==> config.mk <==
export PLATFORM = sky130hd
export DESIGN_NAME = spi_pwm_master
export DESIGN_NICKNAME = d
export VERILOG_FILES = /design/src/rtl/spi_pwm_pkg.sv /design/src/rtl/sync_2ff.sv /design/src/rtl/spi_pwm_master.sv
export SDC_FILE = /design/constraint.sdc
export NUM_CORES = 1
export LEC_CHECK = 0
export BUFFER_PORTS_ARGS = -buffer_cell sky130_fd_sc_hd__buf_2
export CELL_PAD_IN_SITES_DETAIL_PLACEMENT = 1
export CELL_PAD_IN_SITES_GLOBAL_PLACEMENT = 1
export CORE_ASPECT_RATIO = 1.2
export CORE_MARGIN = 8
export CORE_UTILIZATION = 44
export DETAILED_ROUTE_END_ITERATION = 10
export PLACE_DENSITY_LB_ADDON = 0.1
export REMOVE_ABC_BUFFERS = 1
export SETUP_SLACK_MARGIN = 0.3
export SYNTH_ARGS = -nofsm -noshare
export SYNTH_HDL_FRONTEND = slang
export SYNTH_SLANG_ARGS = --single-unit
==> constraint.sdc <==
create_clock -name clk -period 2.2 [get_ports clk]
set_input_delay 0.44 -clock clk [delete_from_list [all_inputs] [get_ports clk]]
set_output_delay 0.44 -clock clk [all_outputs]
set_load 0.1 [all_outputs]
==> src/rtl/spi_pwm_pkg.sv <==
// Shared state encoding and frame constants for the SPI PWM configuration link.
package spi_pwm_pkg;

  localparam int unsigned DEFAULT_CLOCK_DIV_WIDTH  = 32;
  localparam int unsigned DEFAULT_DUTY_CYCLE_WIDTH = 8;
  localparam int unsigned FRAME_WIDTH = DEFAULT_CLOCK_DIV_WIDTH + DEFAULT_DUTY_CYCLE_WIDTH;

  typedef enum logic [2:0] {
    ST_IDLE       = 3'd0,
    ST_CS_SETUP   = 3'd1,
    ST_SHIFT_HIGH = 3'd2,
    ST_SHIFT_LOW  = 3'd3,
    ST_CS_HOLD    = 3'd4,
    ST_CS_GAP     = 3'd5
  } spi_master_state_t;

  function automatic int unsigned frame_width(input int unsigned div_w, input int unsigned duty_w);
    return div_w + duty_w;
  endfunction

endpackage

==> src/rtl/sync_2ff.sv <==
// Two-flop synchronizer for asynchronous inputs into the clk domain.
module sync_2ff #(
  parameter int unsigned WIDTH = 1
) (
  input  logic             clk_i,
  input  logic             rst_ni,
  input  logic [WIDTH-1:0] d_i,
  output logic [WIDTH-1:0] q_o
);

  logic [WIDTH-1:0] meta_q;
  logic [WIDTH-1:0] sync_q;

  // Metastability filter: first stage may go metastable, second stage is used
  always_ff @(posedge clk_i or negedge rst_ni) begin
    if (!rst_ni) begin
      meta_q <= '0;
      sync_q <= '0;
    end else begin
      meta_q <= d_i;
      sync_q <= meta_q;
    end
  end

  assign q_o = sync_q;

endmodule

==> src/rtl/spi_pwm_master.sv <==
// Mode-0, LSB-first SPI master that sends one {duty, clk_div} frame per start
// and flags any bit where the slave's MISO echo disagrees with MOSI.
module spi_pwm_master
  import spi_pwm_pkg::*;
#(
  parameter int unsigned SCLK_HALF_DIV    = 4,
  parameter int unsigned CLOCK_DIV_WIDTH  = DEFAULT_CLOCK_DIV_WIDTH,
  parameter int unsigned DUTY_CYCLE_WIDTH = DEFAULT_DUTY_CYCLE_WIDTH
) (
  input  logic                        clk,
  input  logic                        rst,
  input  logic                        start,
  input  logic [CLOCK_DIV_WIDTH-1:0]  clk_div_in,
  input  logic [DUTY_CYCLE_WIDTH-1:0] duty_in,
  output logic                        busy,
  output logic                        done,
  output logic                        loopback_err,
  output logic                        spi_sclk,
  output logic                        spi_mosi,
  output logic                        spi_cs,
  input  logic                        spi_miso
);

  localparam int unsigned FW = frame_width(CLOCK_DIV_WIDTH, DUTY_CYCLE_WIDTH);
  localparam int unsigned HW = $clog2(SCLK_HALF_DIV + 1);
  localparam int unsigned BW = $clog2(FW);
  localparam logic [HW-1:0] HALF_LAST = HW'(SCLK_HALF_DIV - 1);
  localparam logic [HW-1:0] HALF_INC  = HW'(1);
  localparam logic [BW-1:0] BIT_LAST  = BW'(FW - 1);
  localparam logic [BW-1:0] BIT_INC   = BW'(1);

  if (SCLK_HALF_DIV < 2) begin : g_half_div_check
    $error("SCLK_HALF_DIV must be at least 2");
  end

  spi_master_state_t state_q;
  logic [HW-1:0]     half_q;
  logic [BW-1:0]     bit_q;
  logic [FW-2:0]     shreg_q;
  logic              cs_q;
  logic              sclk_q;
  logic              mosi_q;
  logic              busy_q;
  logic              done_q;
  logic              lb_err_q;
  logic              flag_q;

  logic [FW-1:0]     frame_s;
  logic              half_last_s;
  logic              miso_sync_s;

  assign frame_s     = {duty_in, clk_div_in};
  assign half_last_s = (half_q == HALF_LAST);

  sync_2ff #(.WIDTH(1)) u_miso_sync (
    .clk_i  (clk),
    .rst_ni (rst),
    .d_i    (spi_miso),
    .q_o    (miso_sync_s)
  );

  // Frame sequencer: phase timing, bit shifting and loopback tracking.
  // shreg_q holds the bits still to be sent after the one on MOSI.
  always_ff @(posedge clk or negedge rst) begin
    if (!rst) begin
      state_q  <= ST_IDLE;
      half_q   <= '0;
      bit_q    <= '0;
      shreg_q  <= '0;
      cs_q     <= 1'b1;
      sclk_q   <= 1'b0;
      mosi_q   <= 1'b0;
      busy_q   <= 1'b0;
      done_q   <= 1'b0;
      lb_err_q <= 1'b0;
      flag_q   <= 1'b0;
    end else begin
      done_q <= 1'b0;
      case (state_q)
        ST_IDLE: begin
          half_q <= '0;
          bit_q  <= '0;
          if (start) begin
            state_q <= ST_CS_SETUP;
            shreg_q <= frame_s[FW-1:1];
            mosi_q  <= frame_s[0];
            cs_q    <= 1'b0;
            busy_q  <= 1'b1;
            flag_q  <= 1'b0;
          end
        end
        ST_CS_SETUP: begin
          if (half_last_s) begin
            half_q  <= '0;
            sclk_q  <= 1'b1;
            state_q <= ST_SHIFT_HIGH;
          end else begin
            half_q <= half_q + HALF_INC;
          end
        end
        ST_SHIFT_HIGH: begin
          if (half_last_s) begin
            half_q <= '0;
            sclk_q <= 1'b0;
            // Synchronizer delay is covered: the echo of this bit has been stable >= 2 cycles
            if (miso_sync_s != mosi_q) begin
              flag_q <= 1'b1;
            end
            if (bit_q == BIT_LAST) begin
              state_q <= ST_CS_HOLD;
            end else begin
              state_q <= ST_SHIFT_LOW;
              mosi_q  <= shreg_q[0];
              shreg_q <= {1'b0, shreg_q[FW-2:1]};
              bit_q   <= bit_q + BIT_INC;
            end
          end else begin
            half_q <= half_q + HALF_INC;
          end
        end
        ST_SHIFT_LOW: begin
          if (half_last_s) begin
            half_q  <= '0;
            sclk_q  <= 1'b1;
            state_q <= ST_SHIFT_HIGH;
          end else begin
            half_q <= half_q + HALF_INC;
          end
        end
        ST_CS_HOLD: begin
          if (half_last_s) begin
            half_q   <= '0;
            cs_q     <= 1'b1;
            mosi_q   <= 1'b0;
            done_q   <= 1'b1;
            lb_err_q <= flag_q;
            state_q  <= ST_CS_GAP;
          end else begin
            half_q <= half_q + HALF_INC;
          end
        end
        ST_CS_GAP: begin
          if (half_last_s) begin
            half_q  <= '0;
            busy_q  <= 1'b0;
            state_q <= ST_IDLE;
          end else begin
            half_q <= half_q + HALF_INC;
          end
        end
        default: begin
          state_q <= ST_IDLE;
          half_q  <= '0;
          cs_q    <= 1'b1;
          sclk_q  <= 1'b0;
          mosi_q  <= 1'b0;
          busy_q  <= 1'b0;
        end
      endcase
    end
  end

  assign busy         = busy_q;
  assign done         = done_q;
  assign loopback_err = lb_err_q;
  assign spi_sclk     = sclk_q;
  assign spi_mosi     = mosi_q;
  assign spi_cs       = cs_q;

endmodule

After elaboration in Yosys (flattened, before gate mapping)
Cells that the tools add are included.
{"block": "classes", "addsub": 2, "n_eq_ne": 15, "muxes": 32, "bitwise": 4, "reduce_logical": 17}
{"op": "39-bit 2-to-1 mux", "n": 3}
{"op": "39-bit case mux with 2 select lines", "n": 1}
{"op": "3-bit 2-to-1 mux", "n": 8}
{"op": "3-bit case mux with 5 select lines", "n": 1}
{"op": "6-bit 2-to-1 mux", "n": 2}
{"op": "2-bit != test, second input constant", "n": 6}
{"op": "6-bit case mux with 2 select lines", "n": 1}
{"op": "3-bit AND reduction", "n": 4}
{"op": "1-bit 2-to-1 mux", "n": 11}
{"op": "5-bit AND reduction", "n": 2}
{"op": "3-bit by 2-bit equality test with 1-bit output, second input constant", "n": 3}
{"op": "1-bit case mux with 3 select lines", "n": 3}
{"op": "4-bit AND reduction", "n": 2}
{"op": "4-bit OR reduction", "n": 2}
{"op": "6-bit by 1-bit adder with 6-bit output, second input constant", "n": 1}
{"op": "3-bit equality test, second input constant", "n": 2}
{"op": "6-bit equality test, second input constant", "n": 1}
{"op": "3-bit OR reduction", "n": 2}
{"op": "5-bit OR reduction", "n": 1}
{"op": "1-bit inverter", "n": 4}
{"op": "1-bit case mux with 4 select lines", "n": 1}
{"op": "3-bit by 1-bit adder with 3-bit output, second input constant", "n": 1}
{"op": "3-bit by 1-bit equality test with 1-bit output, second input constant", "n": 1}
{"op": "3-bit zero test", "n": 1}
{"op": "other kinds (6)", "n": 6}
{"block": "word_totals", "register_bits": 60, "input_bits": 44, "out_inout_bits": 6, "wordCells": 83}

Depth between registers and ports, before layout
Gate-level depths: netlist of the first run.
{"block": "logic_depth", "ltp_word": 4, "ltp_mapped": 7, "depth_no_buf": 5}

By module
From an unflattened synthesis of the first run, not the netlist that was laid out.
{"block": "unflattened", "cells_unflattened": 242, "hier_area_um2": 2798.9}
{"module": "spi_pwm_master", "instances": 1, "cells_per_inst": 240, "area_per_inst_um2": 2748.9, "seq_area_each_um2": 1452.6}
{"module": "sync_2ff", "instances": 1, "cells_per_inst": 2, "area_per_inst_um2": 50.0, "seq_area_each_um2": 50.0}

Worst setup path after synthesis of the first run
OpenSTA, ideal clock, no wires.
{"block": "synth_path", "path_type": "register -> register", "start": "register bit_q[3]", "end": "register shreg_q[10]", "setup_time_ns": 0.128, "t_arrival_ns": 1.548, "required_time_ns": 2.072, "setup_slack_ns": 0.524, "stages_incl_launch_ff": 8, "n_path_buf": 3, "synth_period_minus_slack_ns": 1.676, "path_cell_list": "dfrtp_1 or3b_1 buf_2 nor2_2 a21boi_2 buf_6 buf_6 a2bb2oi_2"}
{"block": "synth_between", "elab_chain_len": 3}
{"element": "from (decl)", "line_no": "spi_pwm_master.sv:38", "rtl": "logic [BW-1:0] bit_q;"}
{"element": "from (signal assigned)", "line_no": "spi_pwm_master.sv:115", "rtl": "bit_q <= bit_q + BIT_INC;"}
{"element": "6-bit equality test", "line_no": "spi_pwm_master.sv:109", "rtl": "if (bit_q == BIT_LAST) begin"}
{"element": "2-bit != test (no line)"}
{"element": "4-bit AND reduction (no line)"}
{"element": "to (signal assigned)", "line_no": "spi_pwm_master.sv:85", "rtl": "shreg_q <= frame_s[FW-1:1];"}
{"element": "to (signal assigned)", "line_no": "spi_pwm_master.sv:114", "rtl": "shreg_q <= {1'b0, shreg_q[FW-2:1]};"}
{"element": "to (decl)", "line_no": "spi_pwm_master.sv:39", "rtl": "logic [FW-2:0] shreg_q;"}
Every way passes these cells.
A chain may end at the register's enable or synchronous reset.

Worst setup path in the final report of the first run
{"block": "layout_path", "start": "register bit_q[3]", "end": "register shreg_q[18]"}
Same word-level chain as after synthesis.

==> results.json, run 1 <==
{
  "power.leakage_nw": 1.50,
  "ys_ff_latch": 60,
  "grt.overflow.total": 0,
  "synth-async-reset-ratio": 1.00,
  "worst-path-buf-inv": 2,
  "fin_crit_sh": 0.799,
  "skew_ps": 9.42,
  "synth_cell_types": 48,
  "grt_pass1_vias": 2439,
  "cts.sinks": 60,
  "critPathArrivalTime_ps": 2020,
  "start_util": 0.453,
  "finalPower_mw": 5.37,
  "max_freq_mhz": 569,
  "period_needed_ps": 1760,
  "clock_latency_ps": 350,
  "synth_edf_count": 0,
  "worst_ep_required_time_ps": 2470,
  "syn_area_um2": 2920,
  "drc": 0,
  "syn_area_per_cell_um2": 11.7,
  "cts-root-buf": "clkbuf_8",
  "cp_slowest_cell": "or3b_4",
  "worst_slew_pin_slew_ps": 541,
  "status": "completed",
  "wl_per_cell_um": 18.6,
  "rsz0062_at_grt": "no",
  "ys_warn_count": 0,
  "synthFlopType": "dfrtp_1",
  "grt_pass1_wl_mm": 12.1,
  "max_slew_margin": 0.639,
  "path_class": "register to register",
  "p_per_area_nw_per_um2": 1500,
  "num_io_pins": 50,
  "worstSetupEndpointType": "register",
  "grt_usage": 0.156,
  "place.gp.congestion": 0.756,
  "startpoint_type": "register",
  "fin_area_um2": 3570,
  "drive_gt1_frac": 0.375,
  "routed_wl_mm": 7.29,
  "slew_viol_final": 0,
  "crit_family": "simple AND/OR/NAND/NOR gates",
  "cts_tree": "done",
  "worstHoldPathType": "input port to asynchronous set/reset pin",
  "setup_viol": 0,
  "drt_pass1_iterations": 4,
  "num_antenna_cells": 0,
  "io_buffers": 49,
  "core-area_um2": 6450,
  "viasPerCell": 5.75,
  "grt_antenna_before_repair": 0,
  "clk_pin_slew_ps": 70,
  "cts_made_buffers": 9,
  "std_cell_rows": 32,
  "drt-initial-drc-count": 48,
  "cp_slowest_stage_delay_ps": 480,
  "cp_cell_sequence": "or3b_4, o21ai_4, buf_4, buf_12, o22ai_1, a2bb2oi_1",
  "placed_cell_area_um2": 3290,
  "grt_max_degree": 61,
  "vias": 2254,
  "synth-seq-area-share": 0.515,
  "critPathMaxFanout": 19,
  "htreeDepth": 3,
  "areaGrowthSynthToFinish_pct": 22.2,
  "cts_buffer_depth": 2,
  "synth_cells": 250,
  "hold_viol_final": 0,
  "dieArea_um2": 9510,
  "max_cap_viol_count": 0,
  "nets": 348,
  "die_w_um": 90.4,
  "ir_drop_mv": 0.619,
  "place_hpwl_mm": 4.80,
  "antenna_left": 0,
  "die_h_um": 105
}
-- stage by stage --
step                      worst slack (ps)  utilization  instances  hold WS, ps  setup TNS [ps]
after global placement                 272        0.510        374          334               0
final                                  443        0.554        392         68.0               0
after global routing                   344        0.554        392          105               0
after floorplan                      -1580            -        226          144          -60880
after CTS                              296        0.549        390         94.0               0
after detailed placement               258        0.510        374          363               0
-- sequential cells by signal, indices dropped and copies added, names as in the netlist --
name                cells
shreg_q                39
bit_q                   6
half_q                  3
state_q                 3
busy                    1
done                    1
flag_q                  1
loopback_err            1
spi_cs                  1
spi_mosi                1
spi_sclk                1
u_miso_sync.meta_q      1
u_miso_sync.q_o         1
-- kinds of logic (layout without fill, tap and decap cells) --
logic type | count (synthesis) | in the layout | share of synthesized area
flip-flops | 60 | 60 | 0.515
AO/OA/AOI/OAI | 107 | 107 | 0.314
multiplexers | 5 | 5 | 0.0189
adder cells (fa/ha/maj) | 2 | 2 | 0.00857
XOR/XNOR | 1 | 1 | 0.00300
buffers and inverters | 28 | 85 | 0.0531
AND/OR/NAND/NOR | 47 | 47 | 0.0883
-- layer usage --
layer	vias up	part of all wire	global-route usage
met3	16	0.031	0.0390
li1	1065	-	-
met5	-	0	0
met1	1128	0.45	0.186
met2	45	0.50	0.252
met4	0	0.022	0.0870
-- where the power goes --
group,internal [mW],switching [mW],leakage [nW]
registers,1.56,0.340,0.662
logic,1.09,1.17,0.729
clock network,0.752,0.458,0.109
total,3.40,1.97,1.50
-- final timing paths --
path,startpoint,cells after the start,end,slack (ps)
min,rst,2,done,70
max reg2reg,bit_q[3],6,shreg_q[18],440
max in group asynchronous,rst,2,half_q[0],1820
min in group clk,spi_miso,1,u_miso_sync.meta_q,200
max,bit_q[3],6,shreg_q[18],440
min reg2reg,u_miso_sync.meta_q,0,u_miso_sync.q_o,370
-- what timing repair did --
| item | in CTS | in global routing |
|---|---|---|
| resized for setup | 2 | 4 |
| cloned | 0 | 0 |
| endpoints found under the setup margin | 15 | 39 |
| pin swaps | 0 | 1 |
| buffers inserted | 0 | 2 |
| hold buffers | 0 | 0 |
-- area by class of cell --
| type | instances | area (um^2) |
|---|---|---|
| well taps | 85 | 106 |
| clock buffers | 10 | 128 |
| inverters | 4 | 15.0 |
| clock inverters | 6 | 113 |
| flip-flops and latches | 60 | 1500 |
| multi-input cells | 162 | 1300 |
| fillers | 693 | 2880 |
| repair buffers | 65 | 403 |
-- Yosys cell counts (2+ instances only) --
cell	n	area share
o211ai_1	2	0.0051
buf_2	7	0.012
a21oi_1	10	0.017
ha_1	2	0.0086
nor3_1	2	0.0034
a22o_1	2	0.0060
a2bb2oi_1	18	0.054
nand4_1	3	0.0064
nand3_1	3	0.0051
buf_6	5	0.019
dfrtp_1	59	0.51
o22ai_1	40	0.086
a2bb2oi_2	20	0.10
nor2_1	9	0.012
a31oi_1	2	0.0043
mux2_2	3	0.012
nand2_1	12	0.015
o21ai_2	3	0.0090
inv_1	4	0.0051
and3_1	2	0.0043
nand2b_1	6	0.013
clkbuf_1	10	0.013
-- cells in the final DEF (no fill, tap or decap), drive strengths merged, types with 2 or more instances in the layout --
master,n
and3,2
nand2,12
nand3,3
clkbuf,10
nor3b,2
nor3,2
o21ai,3
nand4,3
a21oi,11
nor2,10
nand2b,6
bufinv,3
inv,4
buf,65
a21boi,2
o211ai,2
ha,2
a22o,2
clkinvlp,3
mux2,4
dfrtp,59
a2bb2oi,38
o22ai,40
a31oi,2
-- worst reg2reg max path, delay by kind of cell, from the launching register on --
| kind | cells | cell delay [ps] |
|---|---|---|
| buffers and inverters | 2 | 300 |
| AO/OA/AOI/OAI | 3 | 470 |
| AND/OR/NAND/NOR | 1 | 480 |
| flip-flops | 1 | 430 |
Power figures use the tool's default switching activity.
==> inputs of run 2 (changes only) <==
CORE_UTILIZATION = 40   (was 44)
clock period = 1.6 ns   (was 2.2 ns; I/O delays follow)
==> results.json, run 2 (synthesized netlist as in run 1, its figures left out) <==
{
  "rsz0062_at_grt": "yes",
  "nets": 400,
  "period_needed_ps": 1770,
  "cts_buffer_depth": 2,
  "start_util": 0.409,
  "place.gp.congestion": 0.748,
  "status": "complete, but fails checks",
  "grt_max_degree": 34,
  "setup_viol": 43,
  "clk_pin_slew_ps": 80,
  "grt_pass1_wl_mm": 14.4,
  "final_common_cell": "dfrtp_1",
  "max_slew_margin": 0.697,
  "final_cells": 449,
  "skew_ps": 14.3,
  "dieArea_um2": 10300,
  "vias": 2642,
  "routed_wl_mm": 11.4,
  "cts_tree": "done",
  "p_per_area_nw_per_um2": 2020,
  "largest_register_ffs": 39,
  "max_freq_mhz": 565,
  "fin_area_um2": 4640,
  "max_cap_viol_count": 0,
  "viasPerCell": 5.88,
  "worstSetupEndpointType": "register",
  "areaGrowthSynthToFinish_pct": 59.0,
  "startpoint_type": "register",
  "grt_antenna_before_repair": 0,
  "dp.cells": 398,
  "drive_gt1_frac": 0.627,
  "path_class": "register to register",
  "drt-initial-drc-count": 79,
  "power.leakage_nw": 1.95,
  "std_cell_rows": 34,
  "fill_cells": 713,
  "worst_slack_ps": -170,
  "core-area_um2": 7150,
  "clock_latency_ps": 360,
  "grt_pass1_vias": 2845,
  "antenna_left": 0,
  "hold_viol_final": 0,
  "r2r_slack_ps": -170,
  "io_buffers": 49,
  "worst_slew_pin_slew_ps": 454,
  "tns_ps": -4150,
  "die_h_um": 110,
  "mostFrequentLayoutCells": "dfrtp_1 (55), buf_2 (43), a2bb2oi_2 (38)",
  "critPathArrivalTime_ps": 2000,
  "grt_usage": 0.181,
  "fin_crit_sh": 1.11,
  "placed_cell_area_um2": 3490,
  "worstHoldPathType": "input port to register",
  "cts_made_buffers": 9,
  "cts.sinks": 60,
  "worst_ep_required_time_ps": 1830,
  "regMostFlops": "shreg_q",
  "grt.overflow.total": 0,
  "die_w_um": 94,
  "critPathMaxFanout": 14,
  "multi_input_area_um2": 1670,
  "num_io_pins": 50,
  "biggestRegsByFlops": "shreg_q: 39 flops, bit_q: 6 flops",
  "cts-root-buf": "clkbuf_8",
  "drt_pass1_iterations": 4,
  "wl_per_cell_um": 25.5,
  "ir_drop_mv": 1.06,
  "finalPower_mw": 9.38,
  "slew_viol_final": 0,
  "final_util": 0.650,
  "violations": "setup timing",
  "htreeDepth": 3,
  "drc": 0,
  "register_area_um2": 1510,
  "place_hpwl_mm": 5.19,
  "num_antenna_cells": 0
}
## run 2: cell types whose count changed in the layout (fill, tap and decap cells not counted), moves of 4 or more
| cell | previous run | this run |
|---|---|---|
| dfrtp_1 | 59 | 55 |
| buf_6 | 0 | 18 |
| a2bb2oi_2 | 20 | 38 |
| o22ai_1 | 40 | 28 |
| dfrtp_2 | 0 | 4 |
| o22ai_2 | 0 | 12 |
| buf_4 | 13 | 34 |
| buf_2 | 49 | 43 |
| a2bb2oi_1 | 18 | 0 |
| a21oi_1 | 10 | 4 |
| buf_12 | 3 | 13 |
| a21oi_2 | 0 | 6 |
## run 2: power by group
| part | switching (mW) | internal (mW) | total (mW) | leakage (nW) |
|---|---|---|---|---|
| Combinational | 2.47 | 2.78 | 5.25 | 1.20 |
| Sequential | 0.585 | 2.15 | 2.73 | 0.659 |
| Clock | 0.683 | 0.719 | 1.40 | 0.0962 |
## run 2: timing repair
action                                  in CTS  in global routing
endpoints found under the hold margin       15                  0
setup buffers                               15                 11
pin swaps                                   26                 14
gates cloned                                 3                  5
endpoints found under the setup margin      59                 62
hold buffers                                 1                  0
gates resized for setup                     68                 52
## run 2: final cells by class
class,instances,area share
multi-input combinational,162,0.360
sequential,60,0.325
timing repair buffer,117,0.246
clock buffer,10,0.0275
tap,90,0.0243
clock inverter,6,0.0140
inverter,4,0.00323
## run 2: stage by stage
| step | hold slack [ps] | setup slack, ps |
|---|---|---|
| 4_1_cts | 72.3 | -27.2 |
| 5_1_grt | 60.4 | -196 |
| 6_report | 76.2 | -170 |
| 2_1_floorplan | 24.4 | -2180 |
| 3_3_place_gp | 278 | -54.3 |
| 3_5_place_dp | 283 | -90.3 |
## run 2: routing by layer
layer	track usage	share of wire
met5	0	0
met3	0.0464	0.028
met1	0.211	0.42
met2	0.315	0.54
met4	0.0647	0.015
## run 2: worst paths after layout
path,startpoint,end,cells after the start
min in group asynchronous,rst,shreg_q[1],2
hold / removal,spi_miso,u_miso_sync.meta_q,1
max in group asynchronous,rst,shreg_q[26],3
hold reg to reg,u_miso_sync.meta_q,u_miso_sync.q_o,0
setup / recovery,state_q[0],shreg_q[23],8
setup reg to reg,state_q[0],shreg_q[23],8
## run 2: critical path, stage by stage, from the launching register on
cell	delay (ps)
dfrtp_2	460
buf_6	140
nor3b_4	200
buf_4	160
o21ai_4	60
buf_12	130
buf_12	150
o22ai_1	240
a2bb2oi_2	100
==> inputs of run 3 (changes only) <==
ABC_AREA = 1   (was not set)
CORE_MARGIN = 5   (was 8)
CORE_UTILIZATION = 36   (was 40)
==> results.json, run 3 <==
{
  "tns_ps": -3300,
  "largest_register_ffs": 39,
  "std_cell_rows": 37,
  "crit-reg2reg-launch": "half_q[0]",
  "grt_antenna_before_repair": 0,
  "r2r_slack_ps": -130,
  "path_depth": 9,
  "worst_slew_pin_slew_ps": 499,
  "synth_edf_count": 0,
  "clk_pin_slew_ps": 70,
  "ys_ff_latch": 60,
  "critPathArrivalTime_ps": 1980,
  "netlist.area_leader.share": 0.474,
  "max_freq_mhz": 579,
  "num_antenna_cells": 0,
  "areaGrowthSynthToFinish_pct": 57.5,
  "startpoint_type": "register",
  "grt_pass1_vias": 3484,
  "hold_slack_ps": 69.2,
  "synth_cells": 439,
  "worst-path-buf-inv": 2,
  "dp.cells": 606,
  "place.gp.congestion": 0.793,
  "cts_tree": "done",
  "core-area_um2": 8520,
  "violations": "setup timing",
  "htreeDepth": 3,
  "cts-root-buf": "clkbuf_8",
  "antenna_left": 0,
  "synth_compound_area_frac": 0.0221,
  "yosys.area_share.adder": 0.00804,
  "fin_crit_sh": 1.08,
  "yosysTopAreaCell": "dfrtp_1",
  "synth-seq-area-share": 0.483,
  "cp_slowest_cell": "dfrtp_1",
  "dieArea_um2": 10600,
  "worst_slack_ps": -128,
  "die_h_um": 112,
  "max_cap_viol_count": 0,
  "io_buffers": 49,
  "drt_pass1_iterations": 4,
  "final_util": 0.575,
  "p_per_area_nw_per_um2": 2160,
  "synth-async-reset-ratio": 1.00,
  "synthSimpleGateAreaFrac": 0.424,
  "viasPerCell": 5.00,
  "mostFrequentLayoutCells": "nand2_1 (225), dfrtp_1 (58), buf_2 (43)",
  "grt_usage": 0.214,
  "worstSetupEndpointType": "register",
  "place_hpwl_mm": 5.90,
  "grt_pass1_wl_mm": 17.6,
  "final_cells": 661,
  "die_w_um": 94.9,
  "grt.overflow.total": 0,
  "synth_most_common_cell": "nand2_1",
  "nets": 586,
  "worstHoldPathType": "input port to register",
  "syn_area_um2": 3110,
  "biggestRegsByFlops": "shreg_q: 39 flops, bit_q: 6 flops",
  "wl_per_cell_um": 18.8,
  "rr_endpoint": "shreg_q[3]",
  "synth_cell_types": 23,
  "vias": 3302,
  "slew_viol_final": 0,
  "synthTopCellsByCount": "nand2_1 (243), dfrtp_1 (59), nand3_1 (54)",
  "rsz0062_at_grt": "yes",
  "fill_cells": 1025,
  "synth_top_family_by_area": "simple AND/OR/NAND/NOR gates",
  "synth_area_leaders": "dfrtp_1 (47%), nand2_1 (29%), nand3_1 (8.7%), nor2_1 (2.2%), buf_2 (1.8%)",
  "routed_wl_mm": 12.4,
  "reg2reg_depth": 9,
  "cts_made_buffers": 9,
  "path_class": "register to register",
  "synthFlopType": "dfrtp_1",
  "drc": 0,
  "power.leakage_nw": 2.61,
  "synthMuxAreaShare": 0,
  "final_common_cell": "nand2_1",
  "crit_path_frequent_cell": "nand2_1",
  "crit_family": "simple AND/OR/NAND/NOR gates",
  "num_io_pins": 50,
  "cts_buffer_depth": 2,
  "cts.sinks": 60,
  "cp_slowest_stage_delay_ps": 380,
  "drt-initial-drc-count": 127,
  "synthXorXnorAreaFrac": 0.00563,
  "ir_drop_mv": 0.828,
  "status": "complete, but fails checks",
  "endpoint": "shreg_q[3]",
  "start_util": 0.365,
  "hold_viol_final": 0,
  "drive_gt1_frac": 0.371,
  "setup_viol": 41,
  "clock_latency_ps": 360,
  "grt_max_degree": 25,
  "place_ws_ps": -183,
  "ys_warn_count": 0,
  "critPathMaxFanout": 16,
  "regMostFlops": "shreg_q",
  "skew_ps": 7.97,
  "max_slew_margin": 0.667,
  "cp_cell_sequence": "ha_2, inv_1, nor2_2, o21bai_2, nor2_4, nand2_4, buf_12, nand2_1, nand2_1",
  "startpoint": "half_q[0]",
  "syn_area_per_cell_um2": 7.09,
  "worst_ep_required_time_ps": 1850,
  "period_needed_ps": 1730
}
-- run 3: changes by cell type after synthesis, sizes merged, moves of 3 or more --
cell,before,now
nand2,12,245
nand3,3,54
o22ai,40,1
a2bb2oi,38,0
nor2,10,22
inv,4,15
a21oi,11,5
nand2b,6,0
mux2,4,0
clkbuf,10,7
o21ai,3,6
-- run 3: final cells by class --
| class | instances | area, um^2 | share of cell area |
|---|---|---|---|
| clock buffers | 13 | 149 | 0.0304 |
| clock inverters | 2 | 35.0 | 0.00715 |
| inverters | 15 | 61.3 | 0.0125 |
| multi-input cells | 342 | 1820 | 0.371 |
| flip-flops and latches | 60 | 1500 | 0.307 |
| well taps | 117 | 146 | 0.0299 |
| repair buffers | 112 | 1190 | 0.242 |
-- run 3: worst min path at each step --
stage | start | endpoint | slack (ps) | depth (start not counted)
after floorplan | rst | bit_q[0] | 20 | 0
after global placement | rst | shreg_q[38] | 320 | 1
after detailed placement | rst | shreg_q[38] | 310 | 1
after CTS | spi_miso | u_miso_sync.meta_q | 70 | 1
after global routing | spi_miso | u_miso_sync.meta_q | 60 | 1
final | spi_miso | u_miso_sync.meta_q | 70 | 1
-- run 3: cell families (layout without fill, tap and decap cells) --
logic type	count (synthesis)	count (layout)
compound gates	13	13
buf+inv	37	142
simple gates	325	325
xor+xnor	2	2
flops	60	60
fa+ha+maj	2	2
-- run 3: power by group --
group	switching (mW)	leakage, nW	total [mW]	internal, mW
Clock	0.653	0.0935	1.41	0.754
Combinational	3.73	1.76	6.67	2.94
Sequential	0.379	0.758	2.53	2.15
-- run 3: layer usage --
metal	part of all wire	GRT usage	vias to the layer above
li1	-	-	1587
met1	0.41	0.269	1638
met2	0.54	0.371	58
met3	0.030	0.0358	19
met4	0.018	0.0645	0
met5	0	0	-
-- run 3: what timing repair did --
action                                  in CTS  in global routing
endpoints found under the setup margin      62                 61
gates cloned                                 7                  4
hold buffers                                 1                  0
buffers inserted                            12                 16
resized for setup                           67                 77
pin swaps                                    6                 29
endpoints found under the hold margin       16                  0
-- run 3: metrics by stage --
| step | power (mW) | instance area, um^2 |
|---|---|---|
| final | 10.6 | 4900 |
| after global routing | 11.3 | 4900 |
| after CTS | 9.22 | 4350 |
| after detailed placement | 6.42 | 3640 |
| after global placement | 6.28 | 3640 |
| after floorplan | 4.92 | 2990 |
-- run 3: worst register-to-register path: cells and delay by family, from the launching register on --
kind | cells | cell delay [ps]
fa+ha+maj | 1 | 190
buf+inv | 2 | 240
simple gates | 5 | 690
compound gates | 1 | 120
flops | 1 | 380
